<file path="config.mk">
export PLATFORM = sky130hd
export DESIGN_NAME = tdm_demux_1_4_flat
export DESIGN_NICKNAME = d
export VERILOG_FILES = /design/src/rtl/tdm_demux_1_4_if.sv /design/src/rtl/tdm_demux_1_4.sv /design/src/flat_wrapper.sv
export SDC_FILE = /design/constraint.sdc
export NUM_CORES = 1
export LEC_CHECK = 0
export ABC_CLOCK_PERIOD_IN_PS = 1550
export CORE_AREA = 3 3 40 42
export DETAILED_ROUTE_END_ITERATION = 12
export DIE_AREA = 0 0 43 45
export MAX_ROUTING_LAYER = met4
export PLACE_DENSITY = 0.77
export SETUP_SLACK_MARGIN = 0.5
export SYNTH_ARGS = -nofsm -noshare
export SYNTH_HDL_FRONTEND = slang
export SYNTH_SLANG_ARGS = --single-unit
</file>
<file path="constraint.sdc">
create_clock -name clk -period 1.55 [get_ports clk]
set_input_delay 0.155 -clock clk [delete_from_list [all_inputs] [get_ports clk]]
set_output_delay 0.155 -clock clk [all_outputs]
set_load 0.02 [all_outputs]
</file>
<file path="src/rtl/tdm_demux_1_4_if.sv">
// Bundle of the serial-in / parallel-out signals of the 1:4 TDM demultiplexer.
// The master drives the serial stream; the slave is the demultiplexer.
interface tdm_demux_1_4_if #(
  parameter int WIDTH = 1
) ();
  // Stream handshake: a slot is consumed on a rising clk edge only when EN=1;
  // SYNC and IN are don't-care otherwise. There is no back-pressure, and
  // frame_valid / sync_err are single-cycle registered pulses.
  logic               EN;
  logic               SYNC;
  logic [WIDTH-1:0]   IN;
  logic [1:0]         sel;
  logic [4*WIDTH-1:0] OUT;
  logic               frame_valid;
  logic               locked;
  logic               sync_err;

  modport master (
    output EN, SYNC, IN,
    input  sel, OUT, frame_valid, locked, sync_err
  );

  modport slave (
    input  EN, SYNC, IN,
    output sel, OUT, frame_valid, locked, sync_err
  );
endinterface

</file>
<file path="src/rtl/tdm_demux_1_4.sv">
// 1-to-4 time-division demultiplexer: rebuilds four interleaved channel
// samples from a serial stream and publishes whole frames atomically.
module tdm_demux_1_4 #(
  parameter int WIDTH = 1
) (
  input  logic             clk,
  input  logic             rst,
  tdm_demux_1_4_if.slave   bus
);

  typedef enum logic {HUNT = 1'b0, LOCK = 1'b1} state_e;

  state_e             state_q, state_d;
  logic [1:0]         sel_q, sel_d;
  logic [WIDTH-1:0]   shadow_q [3];
  logic [WIDTH-1:0]   shadow_d [3];
  logic [4*WIDTH-1:0] out_q, out_d;
  logic               fv_q, fv_d;
  logic               err_q, err_d;

  always_ff @(posedge clk) begin
    if (rst) begin
      state_q <= HUNT;
      sel_q   <= 2'd0;
      out_q   <= '0;
      fv_q    <= 1'b0;
      err_q   <= 1'b0;
      for (int i = 0; i < 3; i++) shadow_q[i] <= '0;
    end else begin
      state_q <= state_d;
      sel_q   <= sel_d;
      out_q   <= out_d;
      fv_q    <= fv_d;
      err_q   <= err_d;
      for (int i = 0; i < 3; i++) shadow_q[i] <= shadow_d[i];
    end
  end

  always_comb begin
    state_d = state_q;
    sel_d   = sel_q;
    out_d   = out_q;
    fv_d    = 1'b0;
    err_d   = 1'b0;
    for (int i = 0; i < 3; i++) shadow_d[i] = shadow_q[i];

    if (bus.EN) begin
      unique case (state_q)
        HUNT: begin
          if (bus.SYNC) begin
            shadow_d[0] = bus.IN;
            sel_d       = 2'd1;
            state_d     = LOCK;
          end
        end
        LOCK: begin
          if (bus.SYNC) begin
            // A sync anywhere but slot 0 drops the partial frame and realigns.
            err_d       = (sel_q != 2'd0);
            shadow_d[0] = bus.IN;
            sel_d       = 2'd1;
          end else begin
            unique case (sel_q)
              2'd0: begin
                err_d   = 1'b1;
                state_d = HUNT;
              end
              2'd1: begin
                shadow_d[1] = bus.IN;
                sel_d       = 2'd2;
              end
              2'd2: begin
                shadow_d[2] = bus.IN;
                sel_d       = 2'd3;
              end
              2'd3: begin
                out_d = {bus.IN, shadow_q[2], shadow_q[1], shadow_q[0]};
                fv_d  = 1'b1;
                sel_d = 2'd0;
              end
              default: ;
            endcase
          end
        end
        default: state_d = HUNT;
      endcase
    end
  end

  assign bus.sel         = sel_q;
  assign bus.OUT         = out_q;
  assign bus.frame_valid = fv_q;
  assign bus.locked      = (state_q == LOCK);
  assign bus.sync_err    = err_q;

endmodule

</file>
<file path="src/flat_wrapper.sv">
// flat-port wrapper written by rule: the top's interface ports become plain ports
module tdm_demux_1_4_flat 
#(
  parameter int WIDTH = 1
)
  (clk, rst, bus_EN, bus_SYNC, bus_IN, bus_sel, bus_OUT, bus_frame_valid, bus_locked, bus_sync_err);
  tdm_demux_1_4_if #(.WIDTH(WIDTH)) bus_i ();
  input  logic clk;
  input  logic rst;
  input wire logic [$bits(bus_i.EN)-1:0] bus_EN;
  input wire logic [$bits(bus_i.SYNC)-1:0] bus_SYNC;
  input wire logic [$bits(bus_i.IN)-1:0] bus_IN;
  output wire logic [$bits(bus_i.sel)-1:0] bus_sel;
  output wire logic [$bits(bus_i.OUT)-1:0] bus_OUT;
  output wire logic [$bits(bus_i.frame_valid)-1:0] bus_frame_valid;
  output wire logic [$bits(bus_i.locked)-1:0] bus_locked;
  output wire logic [$bits(bus_i.sync_err)-1:0] bus_sync_err;
  assign bus_i.EN = bus_EN;
  assign bus_i.SYNC = bus_SYNC;
  assign bus_i.IN = bus_IN;
  assign bus_sel = bus_i.sel;
  assign bus_OUT = bus_i.OUT;
  assign bus_frame_valid = bus_i.frame_valid;
  assign bus_locked = bus_i.locked;
  assign bus_sync_err = bus_i.sync_err;
  tdm_demux_1_4 #(.WIDTH(WIDTH)) u_core (.clk(clk), .rst(rst), .bus(bus_i));
endmodule
</file>
==> impl_metrics.py <==
metrics = {
    "outcome": {
        "status": "finished clean",
    },
    "power": {
        "total_power_mw": 0.641,
        "peakVddDrop_mv": 0.369,
        "p_leak_nw": 0.322,
        "powerDensity_nw_per_um2": 897,
    },
    "sta": {
        "fin_setup_tns_ns": 0,
        "setup_viol": 0,
        "drv_slew": 0,
        "slew_headroom_pct": 74.2,
        "rsz0062_at_grt": "true",
        "period_needed_ns": 1.15,
        "fmax_ghz": 0.867,
        "worst-slew-pin-transition_ns": 0.385,
        "hold_viol": 0,
        "fin_crit_sh_pct": 74.4,
        "fin_worst_skew_ns": 0.00171,
    },
    "floorplan": {
        "die-height_um": 45,
        "dieArea_um2": 1940,
        "ios": 14,
        "core_area_um2": 1280,
        "rows": 13,
        "fp.dieW_um": 43,
        "start_util_pct": 40.1,
    },
    "critical_path": {
        "critPathKind": "reg2reg",
        "cp.arrival_ns": 1.32,
        "path_max_fanout": 5,
        "critPathCaptureType": "flop",
        "required_ns": 1.72,
        "ff2ff_setup_slack_ns": 0.40,
        "startpoint_type": "flop",
    },
    "flow_run": {
        "cap_violations": 0,
    },
    "grt": {
        "track_usage_pct": 13.3,
        "grt_pass1_vias": 404,
        "grt_pass1_wl_um": 1770,
        "antenna_found_initial": 0,
        "grt_overflow": 0,
        "grt_max_degree": 15,
    },
    "place": {
        "post-dp-hpwl_um": 694,
        "gp_routability_congestion": 0.699,
        "port_buffers": 13,
        "place_inst": 80,
        "place_area_um2": 683,
    },
    "drt": {
        "via_per_inst": 4.97,
        "routed_wl_um": 1040,
        "detail-route-antenna-nets": 0,
        "drt_first_iter_violations": 3,
        "routedWlPerCell_um": 12.0,
        "route.detailed.drc": 0,
        "vias": 432,
        "dr.pass1.iters": 3,
    },
    "synth": {
        "syn_nets": 58,
        "synth_seq_area_share_pct": 46.6,
        "yosys_warnings": 0,
        "mappedNetlistArea_um2": 515,
        "synth_cells": 52,
        "yosys_register_bits": 12,
        "yosys-top-cells-area": "dfxtp_1, mux2i_1, nand2b_1",
        "syn_avg_cell_area_um2": 9.91,
        "synthDistinctLibCells": 21,
        "yosysTopAreaCellShare_pct": 46.6,
        "yosysTopAreaCell": "dfxtp_1",
    },
    "clocking": {
        "clockBufferDepth": 2,
        "cts_max_level": 1,
        "root_buffer": "clkbuf_4",
        "cts_tree": "yes",
        "clkTransAtPathRegs_ns": 0.08,
        "hold_buffers": 0,
        "cts_made_buffers": 3,
        "clock_sinks": 12,
        "clkLatencyLatePin_ns": 0.27,
    },
    "final_layout": {
        "fin_area_um2": 714,
        "num_antenna_cells": 0,
        "final_nets": 79,
        "area_delta_synth_final_pct": 38.6,
        "utilization_pct": 55.6,
        "final_layout_size_suffix_gt1_share_pct": 33.3,
        "final_cells": 87,
    },
    "worst_hold_path": {
        "hold_class": "in2reg",
    },
}
-- power by group --
part | total [mW] | internal (mW) | leakage, nW | switching (mW)
Clock | 0.254 | 0.143 | 0.0210 | 0.111
Combinational | 0.0672 | 0.0354 | 0.202 | 0.0319
Sequential | 0.320 | 0.313 | 0.0990 | 0.00688
-- path summary, 6_finish.rpt --
path / start / end / cells after the start
setup / recovery: u_core.bus.locked$_SDFFE_PP0P_ / u_core.shadow_q[0][1]$_SDFFE_PP0P_ / 3
hold / removal: bus_EN / u_core.bus.sync_err$_SDFF_PP0_ / 4
setup reg to reg: u_core.bus.locked$_SDFFE_PP0P_ / u_core.shadow_q[0][1]$_SDFFE_PP0P_ / 3
hold reg to reg: u_core.shadow_q[0][0]$_SDFFE_PP0P_ / u_core.shadow_q[0][0]$_SDFFE_PP0P_ / 2
-- layout by cell type (no fill, tap or decap) --
master,count
dfxtp_1,9
and3b_1,1
nand4bb_1,1
nor3_1,1
nand3_1,1
clkbuf_4,3
dfxtp_2,1
clkbuf_8,1
a311oi_1,1
ha_1,1
nand2_1,4
dlygate4sd2_1,3
or4b_4,1
and2b_1,1
mux2i_1,6
o21ai_2,1
buf_2,6
buf_6,1
clkdlybuf4s15_2,1
nor2_1,2
nor4b_1,1
a21oi_1,4
dfxtp_4,2
clkbuf_2,1
clkdlybuf4s50_1,2
nand2b_1,8
inv_1,1
a31oi_1,1
nand2_4,1
buf_4,4
and4bb_2,1
-- critical path, cell delays in order (launching register included) --
cell	delay [ns]
dfxtp_4	0.37
nand2_4	0.06
or4b_4	0.49
mux2i_1	0.13
-- cells by family after synthesis --
kind of cell | Yosys count | share of synthesized area (%)
AOI/OAI and AO/OA | 7 | 7.77
buffers and inverters | 3 | 2.18
DFF | 12 | 46.6
muxes | 6 | 11.7
adders and majority gates | 1 | 2.43
and+or+nand+nor | 23 | 29.4
-- timing repair --
action	CTS	global route
pin swaps	0	2
resized for setup	27	10
setup buffers	2	1
hold endpoints to repair	0	0
setup endpoints to repair	16	17
-- layout make-up --
class                      instances  area [um2]
fill                             116         571
multi-input combinational         37         273
sequential                        12         249
timing repair buffer              18         134
clock buffer                       4        36.3
tap                               15        18.8
inverter                           1        3.75
-- routing by layer --
layer,up-vias,global-route usage [%],wire length (um)
met5,-,-,0
li1,223,-,-
met3,4,2.39,60
met4,0,12.7,29
met2,11,19.8,489
met1,194,15.0,465
-- metrics by stage --
stage               hold slack (ns)  setup slack [ns]
floorplan                     0.261             0.371
global placement              0.447            0.0527
detailed placement            0.453            0.0345
CTS                           0.410             0.398
global route                  0.434             0.345
finish                        0.422             0.396
-- flip-flops by register name, summed over array words and instances (netlist names) --
name	flops
u_core.bus.locked	1
u_core.bus.OUT	4
u_core.bus.sel	2
u_core.shadow_q	3
u_core.bus.frame_valid	1
u_core.bus.sync_err	1
-- synth_stat cells (all sizes together) --
library cell  count
dfxtp            12
nand2b            8
mux2i             6
nand2             5
a21oi             4
clkbuf            2
nor2              2
a311oi            1
a31oi             1
and2b             1
and3b             1
and4bb            1
ha                1
inv               1
nand3             1
nand4bb           1
nor3              1
nor4b             1
o21ai             1
or4b              1
(Power assumes the default switching activity.)
